`src/rtl/pipe_flow_ctrl_pkg.sv`:
```
// rtl/pipe_flow_ctrl_pkg.sv - shared flow-controller state type and pipeline control constants
package pipe_ctrl_pkg;

  typedef enum logic [1:0] {
    RUN    = 2'd0,
    FLUSH  = 2'd1,
    DRAIN  = 2'd2,
    HALTED = 2'd3
  } flow_state_e;

  // Transfer-type encoding shared with the branch unit
  localparam logic [1:0] NO_CTRL = 2'd0;
  localparam logic [1:0] JAL     = 2'd1;
  localparam logic [1:0] JALR    = 2'd2;
  localparam logic [1:0] BRANCH  = 2'd3;

  localparam int MAX_FLUSH = 4;
  localparam int MAX_DRAIN = 4;

endpackage

```
`src/rtl/pipe_flow_ctrl_if.sv`:
```
// rtl/pipe_flow_ctrl_if.sv - EX/ID hazard inputs and pipeline enables; stats ports under PIPE_FLOW_STATS_EN
interface pipe_flow_ctrl_if;
  logic       ex_valid;
  logic       ex_pc_sel;
  logic       ex_halt;
  logic       ex_mem_read;
  logic [4:0] ex_rd;
  logic [4:0] id_rs1;
  logic [4:0] id_rs2;
  logic       id_use_rs1;
  logic       id_use_rs2;
  logic       pc_write;
  logic       pc_redirect;
  logic       if_id_write;
  logic       if_id_flush;
  logic       id_ex_flush;
  logic       halted;
`ifdef PIPE_FLOW_STATS_EN
  logic [31:0] redirect_cnt;
  logic [31:0] stall_cnt;

  modport master (
    output ex_valid, ex_pc_sel, ex_halt, ex_mem_read, ex_rd,
           id_rs1, id_rs2, id_use_rs1, id_use_rs2,
    input  pc_write, pc_redirect, if_id_write, if_id_flush, id_ex_flush, halted,
           redirect_cnt, stall_cnt
  );

  modport slave (
    input  ex_valid, ex_pc_sel, ex_halt, ex_mem_read, ex_rd,
           id_rs1, id_rs2, id_use_rs1, id_use_rs2,
    output pc_write, pc_redirect, if_id_write, if_id_flush, id_ex_flush, halted,
           redirect_cnt, stall_cnt
  );
`else
  modport master (
    output ex_valid, ex_pc_sel, ex_halt, ex_mem_read, ex_rd,
           id_rs1, id_rs2, id_use_rs1, id_use_rs2,
    input  pc_write, pc_redirect, if_id_write, if_id_flush, id_ex_flush, halted
  );

  modport slave (
    input  ex_valid, ex_pc_sel, ex_halt, ex_mem_read, ex_rd,
           id_rs1, id_rs2, id_use_rs1, id_use_rs2,
    output pc_write, pc_redirect, if_id_write, if_id_flush, id_ex_flush, halted
  );
`endif
endinterface

```
`src/rtl/pipe_flow_ctrl_hazard_detect.sv`:
```
// rtl/pipe_flow_ctrl_hazard_detect.sv - combinational load-use compare between EX load and ID sources
module hazard_detect
  import pipe_ctrl_pkg::*;
(
  input  logic       ex_valid,
  input  logic       ex_mem_read,
  input  logic [4:0] ex_rd,
  input  logic [4:0] id_rs1,
  input  logic [4:0] id_rs2,
  input  logic       id_use_rs1,
  input  logic       id_use_rs2,
  output logic       lu
);

  logic rs1_hit;
  logic rs2_hit;

  assign rs1_hit = id_use_rs1 && (id_rs1 == ex_rd);
  assign rs2_hit = id_use_rs2 && (id_rs2 == ex_rd);
  // x0 is never a real dependency
  assign lu = ex_valid && ex_mem_read && (ex_rd != 5'd0) && (rs1_hit || rs2_hit);

endmodule

```
`src/rtl/pipe_flow_ctrl.sv`:
```
// rtl/pipe_flow_ctrl.sv - pipeline flow FSM (redirect flush, load-use stall, halt drain); PIPE_FLOW_STATS_EN adds counters
module pipe_flow_ctrl
  import pipe_ctrl_pkg::*;
#(
  parameter int FLUSH_CYCLES = 1,
  parameter int DRAIN_CYCLES = 2
) (
  input  logic             clk,
  input  logic             reset,
  pipe_flow_ctrl_if.slave  bus
);

  localparam int CNT_W = $clog2(5);
  localparam logic [CNT_W-1:0] FLUSH_INIT = (FLUSH_CYCLES > 1) ? CNT_W'(FLUSH_CYCLES - 2) : '0;
  localparam logic [CNT_W-1:0] DRAIN_INIT = CNT_W'(DRAIN_CYCLES - 1);

  flow_state_e      state_q, state_d;
  logic [CNT_W-1:0] cnt_q, cnt_d;
  logic             lu;
  logic             halt_go;
  logic             xfer_go;

  logic pc_write, pc_redirect, if_id_write, if_id_flush, id_ex_flush, halted;

  hazard_detect u_hazard_detect (
    .ex_valid    (bus.ex_valid),
    .ex_mem_read (bus.ex_mem_read),
    .ex_rd       (bus.ex_rd),
    .id_rs1      (bus.id_rs1),
    .id_rs2      (bus.id_rs2),
    .id_use_rs1  (bus.id_use_rs1),
    .id_use_rs2  (bus.id_use_rs2),
    .lu          (lu)
  );

  assign halt_go = bus.ex_valid && bus.ex_halt;
  assign xfer_go = bus.ex_valid && bus.ex_pc_sel;

  always_ff @(posedge clk) begin
    if (reset) begin
      state_q <= RUN;
      cnt_q   <= '0;
    end else begin
      state_q <= state_d;
      cnt_q   <= cnt_d;
    end
  end

  always_comb begin
    state_d     = state_q;
    cnt_d       = cnt_q;
    pc_write    = 1'b0;
    pc_redirect = 1'b0;
    if_id_write = 1'b0;
    if_id_flush = 1'b0;
    id_ex_flush = 1'b0;
    halted      = 1'b0;

    case (state_q)
      RUN: begin
        if (halt_go) begin
          if_id_flush = 1'b1;
          id_ex_flush = 1'b1;
          state_d     = DRAIN;
          cnt_d       = DRAIN_INIT;
        end else if (xfer_go) begin
          pc_write    = 1'b1;
          pc_redirect = 1'b1;
          if_id_flush = 1'b1;
          id_ex_flush = 1'b1;
          if (FLUSH_CYCLES > 1) begin
            state_d = FLUSH;
            cnt_d   = FLUSH_INIT;
          end
        end else if (lu) begin
          id_ex_flush = 1'b1;
        end else begin
          pc_write    = 1'b1;
          if_id_write = 1'b1;
        end
      end
      FLUSH: begin
        // EX only holds flushed NOPs here, so a stale pc_sel is ignored
        if (halt_go) begin
          if_id_flush = 1'b1;
          id_ex_flush = 1'b1;
          state_d     = DRAIN;
          cnt_d       = DRAIN_INIT;
        end else begin
          pc_write    = 1'b1;
          if_id_write = 1'b1;
          if_id_flush = 1'b1;
          id_ex_flush = 1'b1;
          if (cnt_q == '0) state_d = RUN;
          else             cnt_d   = cnt_q - CNT_W'(1);
        end
      end
      DRAIN: begin
        if_id_flush = 1'b1;
        id_ex_flush = 1'b1;
        if (cnt_q == '0) state_d = HALTED;
        else             cnt_d   = cnt_q - CNT_W'(1);
      end
      HALTED: begin
        if_id_flush = 1'b1;
        id_ex_flush = 1'b1;
        halted      = 1'b1;
      end
      default: begin
        state_d = RUN;
        cnt_d   = '0;
      end
    endcase

    if (reset) begin
      pc_write    = 1'b0;
      pc_redirect = 1'b0;
      if_id_write = 1'b0;
      if_id_flush = 1'b1;
      id_ex_flush = 1'b1;
      halted      = 1'b0;
    end
  end

  assign bus.pc_write    = pc_write;
  assign bus.pc_redirect = pc_redirect;
  assign bus.if_id_write = if_id_write;
  assign bus.if_id_flush = if_id_flush;
  assign bus.id_ex_flush = id_ex_flush;
  assign bus.halted      = halted;

`ifdef PIPE_FLOW_STATS_EN
  logic [31:0] redirect_cnt_q;
  logic [31:0] stall_cnt_q;
  logic        stall;

  // A stall is only taken from RUN when nothing of higher priority fires
  assign stall = (state_q == RUN) && !reset && lu && !halt_go && !xfer_go;

  always_ff @(posedge clk) begin
    if (reset) begin
      redirect_cnt_q <= '0;
      stall_cnt_q    <= '0;
    end else begin
      if (pc_redirect) redirect_cnt_q <= redirect_cnt_q + 32'd1;
      if (stall)       stall_cnt_q    <= stall_cnt_q + 32'd1;
    end
  end

  assign bus.redirect_cnt = redirect_cnt_q;
  assign bus.stall_cnt    = stall_cnt_q;
`endif

endmodule

```
`src/flat_wrapper.sv`:
```
// flat-port wrapper written by rule: the top's interface ports become plain ports
module pipe_flow_ctrl_flat import pipe_ctrl_pkg::*;
#(
  parameter int FLUSH_CYCLES = 1,
  parameter int DRAIN_CYCLES = 2
)
  (clk, reset, bus_ex_valid, bus_ex_pc_sel, bus_ex_halt, bus_ex_mem_read, bus_ex_rd, bus_id_rs1, bus_id_rs2, bus_id_use_rs1, bus_id_use_rs2, bus_pc_write, bus_pc_redirect, bus_if_id_write, bus_if_id_flush, bus_id_ex_flush, bus_halted);
  pipe_flow_ctrl_if bus_i ();
  input  logic clk;
  input  logic reset;
  input wire logic [$bits(bus_i.ex_valid)-1:0] bus_ex_valid;
  input wire logic [$bits(bus_i.ex_pc_sel)-1:0] bus_ex_pc_sel;
  input wire logic [$bits(bus_i.ex_halt)-1:0] bus_ex_halt;
  input wire logic [$bits(bus_i.ex_mem_read)-1:0] bus_ex_mem_read;
  input wire logic [$bits(bus_i.ex_rd)-1:0] bus_ex_rd;
  input wire logic [$bits(bus_i.id_rs1)-1:0] bus_id_rs1;
  input wire logic [$bits(bus_i.id_rs2)-1:0] bus_id_rs2;
  input wire logic [$bits(bus_i.id_use_rs1)-1:0] bus_id_use_rs1;
  input wire logic [$bits(bus_i.id_use_rs2)-1:0] bus_id_use_rs2;
  output wire logic [$bits(bus_i.pc_write)-1:0] bus_pc_write;
  output wire logic [$bits(bus_i.pc_redirect)-1:0] bus_pc_redirect;
  output wire logic [$bits(bus_i.if_id_write)-1:0] bus_if_id_write;
  output wire logic [$bits(bus_i.if_id_flush)-1:0] bus_if_id_flush;
  output wire logic [$bits(bus_i.id_ex_flush)-1:0] bus_id_ex_flush;
  output wire logic [$bits(bus_i.halted)-1:0] bus_halted;
  assign bus_i.ex_valid = bus_ex_valid;
  assign bus_i.ex_pc_sel = bus_ex_pc_sel;
  assign bus_i.ex_halt = bus_ex_halt;
  assign bus_i.ex_mem_read = bus_ex_mem_read;
  assign bus_i.ex_rd = bus_ex_rd;
  assign bus_i.id_rs1 = bus_id_rs1;
  assign bus_i.id_rs2 = bus_id_rs2;
  assign bus_i.id_use_rs1 = bus_id_use_rs1;
  assign bus_i.id_use_rs2 = bus_id_use_rs2;
  assign bus_pc_write = bus_i.pc_write;
  assign bus_pc_redirect = bus_i.pc_redirect;
  assign bus_if_id_write = bus_i.if_id_write;
  assign bus_if_id_flush = bus_i.if_id_flush;
  assign bus_id_ex_flush = bus_i.id_ex_flush;
  assign bus_halted = bus_i.halted;
  pipe_flow_ctrl #(.FLUSH_CYCLES(FLUSH_CYCLES), .DRAIN_CYCLES(DRAIN_CYCLES)) u_core (.clk(clk), .reset(reset), .bus(bus_i));
endmodule
```
`config.mk`:
```
export PLATFORM = sky130hd
export DESIGN_NAME = pipe_flow_ctrl_flat
export DESIGN_NICKNAME = d
export VERILOG_FILES = /design/src/rtl/pipe_flow_ctrl_pkg.sv /design/src/rtl/pipe_flow_ctrl_if.sv /design/src/rtl/pipe_flow_ctrl_hazard_detect.sv /design/src/rtl/pipe_flow_ctrl.sv /design/src/flat_wrapper.sv
export SDC_FILE = /design/constraint.sdc
export NUM_CORES = 1
export LEC_CHECK = 0
export BUFFER_PORTS_ARGS = -buffer_cell sky130_fd_sc_hd__clkbuf_2
export CAP_MARGIN = 30
export CORE_UTILIZATION = 30
export DETAILED_ROUTE_END_ITERATION = 12
export PLACE_DENSITY_LB_ADDON = 0.12
export SETUP_SLACK_MARGIN = 0.05
export SLEW_MARGIN = 10
export SYNTH_ARGS = -nofsm -noshare
export SYNTH_HDL_FRONTEND = slang
export SYNTH_HIERARCHICAL = 1
export SYNTH_SLANG_ARGS = --single-unit
```
`constraint.sdc`:
```
create_clock -name clk -period 1.5 [get_ports clk]
set_input_delay 0.15 -clock clk [delete_from_list [all_inputs] [get_ports clk]]
set_output_delay 0.15 -clock clk [all_outputs]
set_load 0.05 [all_outputs]
```
# ---- Word-level counts from Yosys, hierarchy flattened
# Cells that the tools add are included.
dict set report word_totals {
  regBits 5
  out_inout_bits 6
  word_cells 59
  inputBits 23
}
dict set report op_classes {
  reduce_logical 15
  mux 33
  n_addsub 1
  n_eq_ne 8
}
# operator n
set ops {}
lappend ops {{$mux W1} 20}
lappend ops {{$eq A5 B5 Y1} 2}
lappend ops {{$mux W3} 3}
lappend ops {{$pmux W3 S3} 1}
lappend ops {{$mux W2} 4}
lappend ops {{$pmux W1 S2} 4}
lappend ops {{$logic_and A1 B1 Y1} 7}
lappend ops {{$pmux W2 S3} 1}
lappend ops {{$reduce_bool A5 Y1} 1}
lappend ops {{$eq A2 B2 Y1 const B} 2}
lappend ops {{$ne A2 B1 Y1 const B} 2}
lappend ops {{$reduce_and A4 Y1} 1}
lappend ops {{$logic_not A3 Y1} 1}
lappend ops {{$ne A3 B1 Y1 const B} 1}
lappend ops {{$reduce_bool A3 Y1} 1}
lappend ops {{$reduce_or A3 Y1} 1}
lappend ops {{$sub A3 B1 Y3 const B} 1}
lappend ops {{$eq A2 B1 Y1 const B} 1}
lappend ops {{$logic_not A2 Y1} 1}
lappend ops {{$reduce_and A2 Y1} 1}
lappend ops {{$logic_or A1 B1 Y1} 1}

# ---- Depth between registers and ports, before layout
# Gate-level depths: netlist of run 1.
dict set report depth {
  depth_word 9
  ltp_mapped 7
  depth_no_buf 7
}

# ---- By module
# Netlist of run 1, hierarchy kept.
# module cells_each n_inst seq_area_each_um2 area_per_inst_um2
set modules_own_cells {}
lappend modules_own_cells {pipe_flow_ctrl 59 1 100.1 489.2}
lappend modules_own_cells {hazard_detect 17 1 0.0 135.1}

# ---- Least setup slack after synthesis of run 1
# No wires, ideal clock.
dict set report synth_path {
  path_type {register to output}
  start {reg u_core.state_q[0]}
  end {out bus_pc_redirect}
  stages_incl_launch_ff 4
  path_buffers 0
  t_required_ns 1.350
  slack_ns -0.924
  arrival_ns 2.274
  cell_sequence {dfxtp_1 inv_1 ha_1 nor4b_1}
}
dict set report synth_via {
  elab_chain_len 3
}
# item line_no
set synth_lines {}
lappend synth_lines {{from (decl)} pipe_flow_ctrl.sv:17} ;# flow_state_e state_q, state_d;
lappend synth_lines {{from (signal assigned)} pipe_flow_ctrl.sv:44} ;# state_q <= state_d;
lappend synth_lines {{$logic_not A2 Y1} pipe_flow_ctrl.sv:59} ;# case (state_q)
lappend synth_lines {{$mux W1} pipe_flow_ctrl.sv:59}
lappend synth_lines {{$mux W1} pipe_flow_ctrl.sv:115} ;# if (reset) begin
lappend synth_lines {{to (decl)} flat_wrapper.sv:21} ;# output wire logic [$bits(bus_i.pc_redirect)-1:0] bus_pc_redirect;
# Every way passes these cells.

# ---- Worst setup path after layout of run 1
dict set report layout_path {
  start {in bus_ex_rd[0]}
  end {out bus_if_id_write}
}
dict set report layout_via {
  elab_chain_len 9
  elab_cells_between_ends 13
  classes_between {eq/ne: 2; mux: 5; reduce/logical: 6}
}
# item line_no
set layout_lines {}
lappend layout_lines {{from (decl)} flat_wrapper.sv:15} ;# input wire logic [$bits(bus_i.ex_rd)-1:0] bus_ex_rd;
lappend layout_lines {{$eq A5 B5 Y1, on equally long branches} {pipe_flow_ctrl_hazard_detect.sv:18, pipe_flow_ctrl_hazard_detect.sv:19}}
lappend layout_lines {{$logic_and A1 B1 Y1, on equally long branches} {pipe_flow_ctrl_hazard_detect.sv:18, pipe_flow_ctrl_hazard_detect.sv:19}}
lappend layout_lines {{$logic_or A1 B1 Y1} pipe_flow_ctrl_hazard_detect.sv:21} ;# assign lu = ex_valid && ex_mem_read && (ex_rd != 5'd0) && (rs1_hit || rs2_hit);
lappend layout_lines {{$logic_and A1 B1 Y1 (*)} pipe_flow_ctrl_hazard_detect.sv:21}
lappend layout_lines {{named net u_core.lu} pipe_flow_ctrl.sv:19} ;# logic lu;
lappend layout_lines {{$mux W1 (*)} pipe_flow_ctrl.sv:75} ;# end else if (lu) begin
lappend layout_lines {{$mux W1 (*)} pipe_flow_ctrl.sv:66} ;# end else if (xfer_go) begin
lappend layout_lines {{$mux W1 (*)} pipe_flow_ctrl.sv:61} ;# if (halt_go) begin
lappend layout_lines {{$pmux W1 S2 (*)} pipe_flow_ctrl.sv:59}
lappend layout_lines {{$mux W1 (*)} pipe_flow_ctrl.sv:115}
lappend layout_lines {{to (decl)} flat_wrapper.sv:22} ;# output wire logic [$bits(bus_i.if_id_write)-1:0] bus_if_id_write;
# The timed path passes the listed nets; every way through them passes the cells marked *.

==> flow_metrics.tcl, run 1 <==
set metrics [dict create \
    seq_area_frac_synth_pct 16.0 \
    initial_core_util_pct 31.8 \
    dieHeight_um 47.6 \
    critical_path_class "input pin to output pin" \
    ys.warnings.count 6 \
    cts.sinks 5 \
    die_x_um 47.6 \
    routed_wl_mm 1.78 \
    fin_ws_ns -0.185 \
    final_layout_size_suffix_gt1_share_pct 61.7 \
    vias 698 \
    wl_per_cell_um 12.1 \
    rsz0062_at_grt "true" \
    setup_violations 4 \
    cts_tree "done" \
    min_path_type "input pin to flip-flop" \
    grt_start_max_net_pins 11 \
    grt_pass1_vias 606 \
    cts_root_buf "clkbuf_4" \
    relSlewSlack_pct 81.3 \
    fin_crit_sh_pct 112 \
    critPathLaunchType "input pin" \
    place_hpwl_mm 1.35 \
    gp_congestion 0.828 \
    synth_top_cell_by_area "dfxtp_1" \
    die_area_um2 2270 \
    vias_per_cell 4.75 \
    p_leak_nw 0.480 \
    syn_avg_cell_area_um2 8.22 \
    worst_pin_slew_ns 0.278 \
    timing.rr.start "u_core/state_q[0]$_SDFFE_PP0P_" \
    startpoint "bus_ex_rd[0]" \
    drtPass1Iterations 1 \
    fmax_mhz 593 \
    synth_top_area_share_pct 16.0 \
    insertedDiodeCount 0 \
    nFillCells 189 \
    antenna_found_initial 0 \
    grt-ovfl-total 0 \
    clock_path_buffers 2 \
    ys_ff_latch 5 \
    finClkSkew_ns 0.00302 \
    drv_cap 0 \
    areaGrowthSynthToFinish_pct 79.6 \
    final_cell_mix "clkbuf_2, buf_4, xor2_1" \
    drt-initial-drc-count 0 \
    synth_cell_types 34 \
    synth.net_count 106 \
    clk_pin_slew_worst_paths_ns 0.05 \
    grt_usage_pct 15.8 \
    final_common_cell "clkbuf_2" \
    ant_nets 0 \
    whs_ns 0.410 \
    core_um2 1960 \
    ir_drop_mv 0.874 \
    syn_inst 76 \
    endpoint_kind "output pin" \
    syn_area_um2 624 \
    slew_viol_final 0 \
    status "finished with violations" \
    worstPathRequired_ns 1.35 \
    synthTopCellsByArea "dfxtp_1, ha_1, xor2_1" \
    port_buffers 28 \
    hold_viol_final 0 \
    violations "negative setup slack" \
    rows 16 \
    numCtsBuffers 3 \
    final_nets 151 \
    cp_max_fo 3 \
    cts.htree.levels 1 \
    pre_cts_slack_ns -0.317 \
    power_density_nw_per_um2 1370 \
    period_needed_ns 1.69 \
    post-route-drc-count 0 \
    io_pins 29 \
    grt_pass1_wl_mm 2.42 \
    min_from "bus_ex_halt" \
    cp.arrival_ns 1.54 \
    insertion_delay_ns 0.25 \
]
## through the flow
| step | util (%) | cell area, um^2 | TNS [ns] | power [mW] | instances |
|---|---|---|---|---|---|
| final | 57.1 | 1120 | -0.583 | 1.53 | 147 |
| after global placement | 48.5 | 951 | -0.955 | 1.14 | 141 |
| after floorplan | - | 698 | -0.268 | 0.859 | 76 |
| after CTS | 55.6 | 1090 | -0.535 | 1.49 | 146 |
| after global routing | 57.1 | 1120 | -0.957 | 1.65 | 147 |
| after detailed placement | 48.5 | 951 | -0.955 | 1.15 | 141 |
## synthesized netlist by cell type
cell,n
xor2_1,8
ha_1,7
inv_1,6
a21oi_1,5
dfxtp_1,5
nand2_1,5
nand3_1,5
nand3b_1,2
nand4_1,2
nor2_1,2
nor2b_1,2
nor3_1,2
nor4_1,2
o21ai_0,2
xnor2_1,2
a211oi_2,1
a21boi_0,1
a21o_1,1
a21oi_2,1
a2bb2oi_1,1
a41o_1,1
and2b_4,1
and3b_1,1
and4bb_2,1
clkbuf_1,1
nor3b_1,1
nor4b_1,1
nor4b_2,1
o211ai_2,1
o21a_1,1
o311ai_0,1
o32ai_1,1
or3_4,1
or4_1,1
## worst max-delay path: stages
cell and delay, ns:
clkbuf_8 0.12, xor2_1 0.15, nor4_2 0.30, nand3_1 0.16, a21oi_2 0.18, inv_1 0.08
a21oi_2 0.19, nor3_4 0.06, buf_8 0.16
## sequential cells by signal (all words and copies together) (netlist names)
register and flops:
u_core/cnt_q 3, u_core/state_q 2
## worst paths after layout
path / cells past startpoint / slack (ns) / end
min: 5 / 0.41 / u_core/cnt_q[0]$_SDFFE_PP0P_
max reg2reg: 7 / -0.05 / u_core/cnt_q[1]$_SDFFE_PP0P_
min reg2reg: 2 / 0.50 / u_core/cnt_q[1]$_SDFFE_PP0P_
max: 9 / -0.19 / bus_if_id_write
## routing by layer
metal	vias to the layer above	track usage, %	wire length [um]
li1	372	-	-
met1	304	17.8	820
met2	20	28.8	873
met3	2	1.13	67
met4	0	10.0	13
met5	-	0	0
## cell families (layout without fill, tap and decap cells)
group / after synthesis / after routing / synth area share [%]
AND/OR/NAND/NOR: 30 / 30 / 31.3
AO/OA/AOI/OAI: 17 / 17 / 20.4
XOR/XNOR: 10 / 10 / 14.0
adder cells (fa/ha/maj): 7 / 7 / 14.0
buffers and inverters: 7 / 51 / 4.21
flip-flops: 5 / 5 / 16.0
## where the power goes
| group | total, mW | internal, mW | switching (mW) |
|---|---|---|---|
| combinational | 1.12 | 0.556 | 0.569 |
| sequential | 0.244 | 0.186 | 0.0579 |
| clock | 0.161 | 0.101 | 0.0605 |
## repair_timing
item,in CTS,in global routing
resized for setup,27,13
hold buffers,0,0
setup endpoints to repair,9,10
setup buffers,1,1
pin swaps,10,8
## cell type report
class / instances / area (um^2) / area share (%)
inverters: 6 / 30.0 / 2.68
multi-input cells: 64 / 618 / 55.1
repair buffers: 41 / 304 / 27.1
flip-flops and latches: 5 / 109 / 9.71
well taps: 27 / 33.8 / 3.01
clock buffers: 4 / 26.3 / 2.34
No activity file was read; power rests on OpenSTA's default activity.
==> run 2, diff against run 1 <==
--- a/config.mk
+++ b/config.mk
@@ -11,8 +11,8 @@
 export DETAILED_ROUTE_END_ITERATION = 12
 export PLACE_DENSITY_LB_ADDON = 0.12
 export SETUP_SLACK_MARGIN = 0.05
+export SKIP_LAST_GASP = 1
 export SLEW_MARGIN = 10
 export SYNTH_ARGS = -nofsm -noshare
 export SYNTH_HDL_FRONTEND = slang
-export SYNTH_HIERARCHICAL = 1
 export SYNTH_SLANG_ARGS = --single-unit
==> flow_metrics.tcl, run 2 <==
set metrics [dict create \
    critPathLaunchType "flip-flop" \
    instances_no_fill 150 \
    routed_wl_mm 1.81 \
    cts.sinks 5 \
    synthMostInstantiatedCell "xnor2_1" \
    crit_slowest_cell "dfxtp_2" \
    dp_cells 144 \
    ys_top_cells_by_count "xnor2_1, ha_1, inv_1" \
    drv_cap 0 \
    core_um2 1960 \
    synth_compound_area_share_pct 25.1 \
    finClkSkew_ns 0.000965 \
    p_int_uw 898 \
    switching_share_pct 45.6 \
    setup_violations 2 \
    syn_area_um2 624 \
    ff_latch_area_um2 105 \
    crit_buf_inv 2 \
    cpLargestDelayFamily "compound AO/OA/AOI/OAI gates" \
    nFillCells 198 \
    synth_top_cell_by_area "dfxtp_1" \
    worstPathRequired_ns 1.35 \
    syn_inst 80 \
    pwr-share-seq_pct 13.8 \
    status "finished with violations" \
    cts_hold_repair.buffers 0 \
    synthTopCellsByArea "dfxtp_1, ha_1, xnor2_1" \
    cts.htree.levels 1 \
    vias_per_cell 4.82 \
    whs_ns 0.250 \
    drt-initial-drc-count 8 \
    final_layout_size_suffix_gt1_share_pct 51.2 \
    place_hpwl_mm 1.34 \
    critical_path_class "flip-flop to output pin" \
    crit_chain "inv_4, ha_4, a21boi_4, nor2_2, a211oi_4, buf_8" \
    clock_path_buffers 2 \
    multiInputGateArea_um2 617 \
    insertion_delay_ns 0.24 \
    largest_reg_flops 3 \
    final_common_cell "clkbuf_2" \
    power_density_nw_per_um2 1520 \
    clk_pin_slew_worst_paths_ns 0.04 \
    min_path_type "input pin to flip-flop" \
    rsz0062_at_grt "true" \
    grt-ovfl-total 0 \
    hold_viol_final 0 \
    synth_top_family_by_area "compound AO/OA/AOI/OAI gates" \
    syn_avg_cell_area_um2 7.80 \
    antenna_found_initial 0 \
    relSlewSlack_pct 61.8 \
    synth_edf_count 0 \
    ys.warnings.count 0 \
    grt_usage_pct 16.6 \
    synth_top_area_share_pct 16.0 \
    final_cell_mix "clkbuf_2, xnor2_1, buf_4" \
    initial_core_util_pct 31.8 \
    fmax_mhz 621 \
    switchingPower_uw 754 \
    die_area_um2 2270 \
    ys.flop_type "dfxtp_1" \
    fin_crit_sh_pct 107 \
    areaGrowthSynthToFinish_pct 74.3 \
    wl_per_cell_um 12.0 \
    grt_pass1_wl_mm 2.57 \
    final_nets 155 \
    insertedDiodeCount 0 \
    reg_top3 "u_core.cnt_q (3), u_core.state_q (2)" \
    cts_root_buf "clkbuf_4" \
    gp_congestion 0.707 \
    cts_tree "done" \
    slew_viol_final 0 \
    rows 16 \
    violations "negative setup slack" \
    finalInstanceArea_um2 1090 \
    clkPwrFrac_pct 9.4 \
    fin_ws_ns -0.110 \
    synth_mux_area_share_pct 1.60 \
    cp_max_fo 3 \
    ant_nets 0 \
    synthArstFlopShare_pct 0 \
    numCtsBuffers 3 \
    grt_pass1_vias 628 \
    regMostFlops "u_core.cnt_q" \
    endpoint_kind "output pin" \
    synth.net_count 111 \
    yosys.area_share.simple_pct 23.0 \
    die_x_um 47.6 \
    p_leak_nw 0.468 \
    vias 723 \
    dieHeight_um 47.6 \
    synth_cell_types 29 \
    ys_ff_latch 5 \
    placed_area_um2 897 \
    post-route-drc-count 0 \
    slowest_delay_ns 0.33 \
    synthAdderAreaFrac_pct 16.0 \
    io_pins 29 \
    seq_area_frac_synth_pct 16.0 \
    period_needed_ns 1.61 \
    ir_drop_mv 0.950 \
    combPwrFrac_pct 76.8 \
    port_buffers 28 \
    cp.arrival_ns 1.46 \
    grt_start_max_net_pins 8 \
    worst_pin_slew_ns 0.567 \
    drtPass1Iterations 4 \
    synth_xor_area_share_pct 14.0 \
]
[run 2: cell types whose count changed after synthesis, moves of 2 or more]
cell / previous run / this run
xnor2_1: 2 / 10
xor2_1: 8 / 0
o21a_1: 1 / 3
nor2_1: 2 / 4
o21ai_1: 0 / 2
a21o_1: 1 / 3
nand3b_1: 2 / 0
a211oi_1: 0 / 2
[run 2: cell type report]
type / count / share of cell area (%)
Timing Repair Buffer: 39 / 25.5
Inverter: 7 / 2.64
Multi-Input combinational cell: 68 / 56.7
Tap cell: 27 / 3.10
Clock buffer: 4 / 2.41
Sequential cell: 5 / 9.66
[run 2: through the flow]
step | total power, mW | util, % | worst slack (ns) | TNS, ns
6_report | 1.65 | 55.5 | -0.110 | -0.141
5_1_grt | 1.78 | 55.5 | -0.175 | -0.333
4_1_cts | 1.53 | 53.1 | -0.105 | -0.430
3_5_place_dp | 1.17 | 45.7 | -0.0462 | -0.0823
3_3_place_gp | 1.19 | 45.7 | -0.0494 | -0.0871
2_1_floorplan | 0.886 | - | -0.120 | -0.210
[run 2: per-layer routing]
metal  vias up  GRT usage [%]  part of all wire [%]
met1       324           17.0                    40
li1        375              -                     -
met5         -              0                     0
met4         0           8.33                   1.8
met3         4           3.40                   3.8
met2        20           31.5                    55
[run 2: path summary, 6_finish.rpt]
path                                  startpoint                        endpoint  slack [ns]  depth (start not counted)
hold / removal                             reset  u_core.state_q[0]$_SDFFE_PP0P_        0.25                          2
hold reg to reg     u_core.cnt_q[1]$_SDFFE_PP0P_    u_core.cnt_q[1]$_SDFFE_PP0P_        0.52                          2
setup reg to reg  u_core.state_q[0]$_SDFFE_PP0P_  u_core.state_q[1]$_SDFFE_PP0P_        0.08                          6
setup / recovery  u_core.state_q[1]$_SDFFE_PP0P_                 bus_if_id_write       -0.11                          6
[run 2: what timing repair did]
action | in CTS | in global routing
buffers inserted | 3 | 2
endpoints found under the setup margin | 8 | 11
pin swaps | 4 | 5
resized for setup | 24 | 18
[run 2: power by group through the flow]
stage,registers (mW),clock network (mW),logic (mW)
3_5_place_dp,0.210,0,0.964
5_1_grt,0.237,0.173,1.38
2_1_floorplan,0.212,0,0.673
6_report,0.228,0.155,1.27
3_3_place_gp,0.209,0,0.976
4_1_cts,0.222,0.166,1.14
[run 2: cell families after synthesis]
group | after synthesis
simple gates | 26
xor+xnor | 10
fa+ha+maj | 8
compound gates | 23
mux | 1
flops | 5
buf+inv | 7
